## config.mk

```make
export PLATFORM = sky130hd
export DESIGN_NAME = instr_loader
export DESIGN_NICKNAME = d
export VERILOG_FILES = /design/src/rtl/instr_loader_pkg.sv /design/src/rtl/instr_loader.sv
export SDC_FILE = /design/constraint.sdc
export NUM_CORES = 1
export LEC_CHECK = 0
export CORE_ASPECT_RATIO = 1.4
export CORE_MARGIN = 2
export CORE_UTILIZATION = 25
export DETAILED_ROUTE_END_ITERATION = 10
export SYNTH_ARGS = -nofsm -noshare
export SYNTH_HDL_FRONTEND = slang
export SYNTH_SLANG_ARGS = --single-unit
```

## constraint.sdc

```tcl
create_clock -name clk -period 3.4 [get_ports clk]
set_input_delay 0.34 -clock clk [delete_from_list [all_inputs] [get_ports clk]]
set_output_delay 0.34 -clock clk [all_outputs]
set_load 0.005 [all_outputs]
```

## src/rtl/instr_loader_pkg.sv

```systemverilog
// Shared CPU package: instruction/address widths and the program-loader state encoding.
// Imported by instr_loader, the CPU core and the instruction memory so all agree on sizes.
package instr_loader_pkg;

  // Instruction word width and instruction-memory address width (256 words).
  localparam int unsigned CPU_INSTR_W = 18;
  localparam int unsigned CPU_ADDR_W  = 8;

  // Program loader states.
  typedef enum logic [3:0] {
    StIdle,
    StCount,
    StB0,
    StB1,
    StB2,
    StWrite,
    StCheck,
    StDone,
    StErr
  } ld_state_e;

endpackage

```

## src/rtl/instr_loader.sv

```systemverilog
// instr_loader: receives a program over a byte stream and writes it into instruction memory
// while holding the CPU in reset.
//
// Stream format: count byte N (1..255), then N words of three bytes each (B0 carries bits
// [17:16] in its low bits, B1 bits [15:8], B2 bits [7:0]), then an XOR checksum of every
// preceding byte of the load (count included, all 8 bits of each byte).
//
// Ports:
//   clk          system clock, rising edge
//   reset        asynchronous active-low reset
//   start        begin a program load (honoured only in idle/done/error)
//   in_data      program byte
//   in_valid     in_data valid
//   in_ready     loader can accept a byte this cycle
//   im_we        instruction-memory write strobe (one cycle per word)
//   im_addr      instruction-memory write address
//   im_wdata     instruction-memory write data
//   cpu_hold     1 keeps the CPU in reset; released only after a good load
//   done         load finished with a matching checksum
//   error        load failed (zero count or bad checksum)
//   words_loaded words written in the current load
module instr_loader
  import instr_loader_pkg::*;
#(
  parameter int unsigned INSTR_W = CPU_INSTR_W,
  parameter int unsigned ADDR_W  = CPU_ADDR_W
) (
  input  logic               clk,
  input  logic               reset,
  input  logic               start,
  input  logic [7:0]         in_data,
  input  logic               in_valid,
  output logic               in_ready,
  output logic               im_we,
  output logic [ADDR_W-1:0]  im_addr,
  output logic [INSTR_W-1:0] im_wdata,
  output logic               cpu_hold,
  output logic               done,
  output logic               error,
  output logic [ADDR_W-1:0]  words_loaded
);

  ld_state_e          state_q, state_d;
  logic [7:0]         count_q, count_d;
  logic [7:0]         csum_q, csum_d;
  logic [INSTR_W-1:0] word_q, word_d;
  logic [ADDR_W-1:0]  addr_q, addr_d;
  logic [ADDR_W-1:0]  words_q, words_d;
  logic               accept;

  assign accept = in_valid & in_ready;

  always_ff @(posedge clk or negedge reset) begin
    if (!reset) begin
      state_q <= StIdle;
      count_q <= '0;
      csum_q  <= '0;
      word_q  <= '0;
      addr_q  <= '0;
      words_q <= '0;
    end else begin
      state_q <= state_d;
      count_q <= count_d;
      csum_q  <= csum_d;
      word_q  <= word_d;
      addr_q  <= addr_d;
      words_q <= words_d;
    end
  end

  always_comb begin
    state_d  = state_q;
    count_d  = count_q;
    csum_d   = csum_q;
    word_d   = word_q;
    addr_d   = addr_q;
    words_d  = words_q;
    in_ready = 1'b0;
    im_we    = 1'b0;

    unique case (state_q)
      StIdle, StDone, StErr: begin
        if (start) begin
          state_d = StCount;
          csum_d  = 8'h00;
          words_d = '0;
        end
      end
      StCount: begin
        in_ready = 1'b1;
        if (accept) begin
          if (in_data == 8'h00) begin
            state_d = StErr;
          end else begin
            count_d = in_data;
            csum_d  = csum_q ^ in_data;
            addr_d  = '0;
            state_d = StB0;
          end
        end
      end
      StB0: begin
        in_ready = 1'b1;
        if (accept) begin
          // Only the bits above [15:0] come from B0; the rest of the byte is padding.
          word_d[INSTR_W-1:16] = in_data[INSTR_W-17:0];
          csum_d  = csum_q ^ in_data;
          state_d = StB1;
        end
      end
      StB1: begin
        in_ready = 1'b1;
        if (accept) begin
          word_d[15:8] = in_data;
          csum_d  = csum_q ^ in_data;
          state_d = StB2;
        end
      end
      StB2: begin
        in_ready = 1'b1;
        if (accept) begin
          word_d[7:0] = in_data;
          csum_d  = csum_q ^ in_data;
          state_d = StWrite;
        end
      end
      StWrite: begin
        im_we   = 1'b1;
        addr_d  = addr_q + ADDR_W'(1);
        words_d = words_q + ADDR_W'(1);
        // N <= 255 so the address never wraps.
        state_d = (words_d == ADDR_W'(count_q)) ? StCheck : StB0;
      end
      StCheck: begin
        in_ready = 1'b1;
        if (accept) begin
          state_d = (in_data == csum_q) ? StDone : StErr;
        end
      end
      default: state_d = StIdle;
    endcase
  end

  // Status is decoded from the state register, so done/error are mutually exclusive and
  // cpu_hold drops on the same edge that enters StDone.
  assign im_addr      = addr_q;
  assign im_wdata     = word_q;
  assign done         = (state_q == StDone);
  assign error        = (state_q == StErr);
  assign cpu_hold     = (state_q != StDone);
  assign words_loaded = words_q;

endmodule

```

**Word-level counts from Yosys, hierarchy flattened**

Index checks and enable logic that the tools add are counted.

- Logic and storage cells: 69
- Register bits after elaboration: 54
- Output and inout bits: 39

- Add/subtract/negate cells: 2
- Bitwise operators: 3
- Reductions and logical operators: 16
- Mux-type cells: 21
- Eq/ne operators: 19

Operators by type and width:

| cell | count |
|---|---|
| $mux 8 | 6 |
| $mux 4 | 8 |
| $pmux 8 s2 | 2 |
| $pmux 4 s7 | 1 |
| $pmux 8 s3 | 1 |
| $add 8x1->8 const B | 2 |
| $eq 4x3->1 const B | 4 |
| $eq 8x8->1 | 2 |
| $ne 2x2->1 const B | 7 |
| $eq 4x2->1 const B | 2 |
| $logic_not 8->1 | 1 |
| $reduce_and 2->1 | 4 |
| $xor 8x8->8 | 1 |
| $reduce_and 3->1 | 2 |
| $reduce_and 6->1 | 1 |
| $reduce_or 3->1 | 2 |
| $reduce_and 5->1 | 1 |
| $reduce_or 5->1 | 1 |
| $eq 4x1->1 const B | 1 |
| $eq 4x4->1 const B | 1 |
| $logic_not 4->1 | 1 |
| $ne 4x3->1 const B | 1 |
| $reduce_bool 2->1 | 2 |
| $mux 3 | 1 |
| 5 further kinds | 6 |

**Depth between registers and ports, before layout**

- Depth in word-level cells: 6
- Depth in mapped cells: 7
- Depth with buffers taken out: 6

**Worst setup path before layout**

No wires, ideal clock.

- Path type: input to register
- From: in in_valid
- To: reg count_q[4]
- Stages on the path: 5
- Library setup time: 0.125 ns
- Buffers on the path: 2
- Setup slack: 1.566 ns
- Data required time: 3.275 ns
- Arrival: 1.709 ns
- Cell sequence: buf_2 -> nand2b_1 -> nor4_2 -> buf_2 -> mux2_2

- Longest elaborated chain between the ends: 2

Ends and longest elaborated chain:

| element | RTL line | RTL |
|---|---|---|
| start: declaration | instr_loader.sv:32 | `input logic in_valid,` |
| $and 1x1->1 | instr_loader.sv:51 | `assign accept = in_valid & in_ready;` |
| $reduce_and 3->1 (no source line) | -- |  |
| end signal: assignment | instr_loader.sv:63 | `count_q <= count_d;` |
| end: declaration | instr_loader.sv:44 | `logic [7:0] count_q, count_d;` |

No other way between the ends.
A chain may end at the register's enable or synchronous reset.

**Worst setup path in the final report**

- From: reg state_q[2]
- To: out im_we

- Longest elaborated chain between the ends: 2

Ends and longest elaborated chain:

| element | RTL line | RTL |
|---|---|---|
| start: declaration | instr_loader.sv:43 | `ld_state_e state_q, state_d;` |
| start signal: assignment | instr_loader.sv:55 | `state_q <= StIdle;` |
| start signal: assignment | instr_loader.sv:62 | `state_q <= state_d;` |
| $eq 4x3->1 | instr_loader.sv:81 | `unique case (state_q)` |
| $mux 1 | instr_loader.sv:81 |  |
| end: declaration | instr_loader.sv:34 | `output logic im_we,` |

No other way between the ends.

==> metrics.cfg <==
[timing]
whs_ps = 212
rsz0062_at_grt = false
tightestPinTransition_ps = 980
final.period_utilization = 0.828
setup_viol = 0
maxSlewViolCount = 0
hold_viol = 0
fin_ws_ps = 583
relSlewSlack = 0.346
fmax_mhz = 355
finalSetupTns_ps = 0
fin_skew_ps = 2.06
finalCriticalPeriod_ps = 2820

[place]
hpwl_um = 5020
place_congestion = 0.827
portBuffers = 50
pre_cts_slack_ps = 749

[synthesis]
async_flop_share = 1.00
synth_cell_type_count = 44
synth-seq-cells = 54
ys_seq_area_frac = 0.473
syn-num-nets = 282
synth-main-ff-cell = dfrtp_1
ys.warnings.count = 0
synth_edf_count = 0
synth.avg_cell_area_sq_um = 10.7
netlist_area_sq_um = 2860
synth_top_area_share = 0.473
netlist_instances = 268
synth_top_cell_by_area = dfrtp_1
synth.area.top_cells = dfrtp_1 (47%), mux2_2 (11%), xnor2_1 (4.9%)

[clock_network]
clk_pin_slew_worst_paths_ps = 70
post_cts.repair.setup_buffers = 0
numClockSinks = 54
cts_tree = done
clkLatencyLatePin_ps = 290
htree_num_levels = 2
cts_resized = 0
cts_root_buffer = clkbuf_16
clk_path_buf_depth = 2
cts_made_buffers = 5
hold_buffers = 0

[job]
maxCapViolCount = 0

[worst_setup_path]
critPathCaptureType = output pin
r2r_setup_slack_ps = 960
worstReg2RegEnd = count_q[4]
rr_startpoint = state_q[2]
crit_type = reg -> out
crit_path_max_fanout = 21
cp-start-kind = flip-flop
worstPathRequired_ps = 3060
arrival_ps = 2480
reg2reg_depth = 4

[power_and_ir_drop]
leakagePower_nw = 1.43
peakVddDrop_v = 0.000392
power_per_cell_area_nw_per_um2 = 772

[floorplanning]
core_area_sq_um = 11200
rows = 46
dieWidth_um = 94.4
dieArea_sq_um = 12300
dieHeight_um = 131
io_pins = 51
start_util = 0.255

[grt]
grt_pass1_vias = 2333
grt_pass1_wl_um = 11700
grtUsageTotal = 0.120
grt_max_degree = 44
grt_overflow = 0
grt_antenna_before_repair = 0

[routing]
vias_per_cell = 4.85
drc = 0
dr.pass1.iters = 4
ant_nets = 0
totalWireLength_um = 6830
drt-wirelength-per-cell_um = 14.8
vias = 2239
drt_iter0_markers = 138

[run_status]
outcome = complete, no violations

[min_path]
hold_path.class = in -> async

[final_layout]
drive_gt1_frac = 0.157
nets = 332
n_antenna_cell = 0
syn2layout_area_growth_pct = 27.8

## layer usage
layer | GRT usage | part of all wire
met5 | 0 | 0
met4 | 0.0358 | 0.0089
met3 | 0.0269 | 0.050
met2 | 0.205 | 0.51
met1 | 0.153 | 0.43
## layout make-up
cell class	instances	area [sq um]
clock buffer	5	125
clock inverter	2	13.8
fill	1126	7570
inverter	6	22.5
multi-input combinational	197	1440
sequential	54	1350
tap	144	180
timing repair buffer	54	526
## kinds of logic after synthesis
kind of cell / after synthesis / synth area share
adders and majority gates: 2 / 0.00875
AOI/OAI and AO/OA: 68 / 0.162
buffers and inverters: 17 / 0.0249
muxes: 28 / 0.112
and+or+nand+nor: 76 / 0.149
xor gates and xnor gates: 23 / 0.0705
DFF: 54 / 0.473
## how the worst max path moves through the flow
stage | startpoint | end | slack (ps) | cells past startpoint
finish | state_q[2] | im_we | 580 | 5
global route | state_q[2] | im_we | 350 | 5
CTS | state_q[2] | im_we | 550 | 5
detailed placement | in_valid | count_q[1] | 750 | 5
global placement | in_valid | count_q[6] | 810 | 5
floorplan | in_valid | count_q[4] | 1570 | 5
## Yosys cell counts (all sizes together) (2+ instances only)
cell type and instances:
a21oi 14, a22o 2, a31oi 9, a32oi 3
and2 2, and3 5, buf 6, clkbuf 5
dfrtp 54, ha 2, inv 6, mux2 28
nand2 14, nand2b 10, nand3 6, nand4 4
nor2 15, nor2b 4, nor3 6, nor3b 2
o21ai 22, o221ai 2, o2bb2ai 2, o31ai 3
o41ai 3, or3 2, or4 4, xnor2 16
xor2 7
## sequential cells by signal, indices dropped and copies added, names as in the netlist
signal / cells
count_q: 8
csum_q: 8
im_addr: 8
im_wdata: 18
state_q: 4
words_loaded: 8
## cells in the final DEF, fill, tap and decap left out, types with 3 or more instances in the layout
cell type / Yosys / routed
and3_1: 5 / 5
nor3_1: 4 / 4
o31ai_1: 3 / 3
a31oi_1: 9 / 9
nor2_1: 15 / 15
xor2_1: 7 / 7
nand3_1: 6 / 6
o41ai_1: 3 / 3
buf_4: 0 / 4
xnor2_1: 16 / 16
a21oi_1: 14 / 14
inv_1: 6 / 6
a32oi_1: 3 / 3
mux2_2: 27 / 27
dfrtp_1: 54 / 54
o21ai_0: 21 / 21
clkdlybuf4s50_1: 0 / 49
clkbuf_16: 0 / 5
nor2b_1: 4 / 4
nand2_1: 14 / 14
nand2b_1: 10 / 10
nand4_1: 4 / 4
## worst max-delay path: stages (launching register included)
cell             delay (ps)
dfrtp_1                 770
nor2b_1                 330
nand3_1                 110
buf_4                   210
inv_1                   200
clkdlybuf4s50_1         560
## where the power goes
part	switching (mW)	leakage (nW)	internal, mW	total, mW
Clock	0.229	0.0701	0.271	0.499
Combinational	0.515	0.685	0.678	1.19
Sequential	0.243	0.679	0.887	1.13
## metrics by stage
stage / cells / power [mW] / utilization / area [sq um]
after CTS: 462 / 2.87 / 0.326 / 3650
after global routing: 462 / 3.06 / 0.326 / 3650
after detailed placement: 455 / 2.35 / 0.313 / 3520
after floorplan: 268 / 1.83 / - / 2860
final: 462 / 2.82 / 0.326 / 3650
after global placement: 455 / 2.33 / 0.313 / 3520
Power figures use the tool's default switching activity.
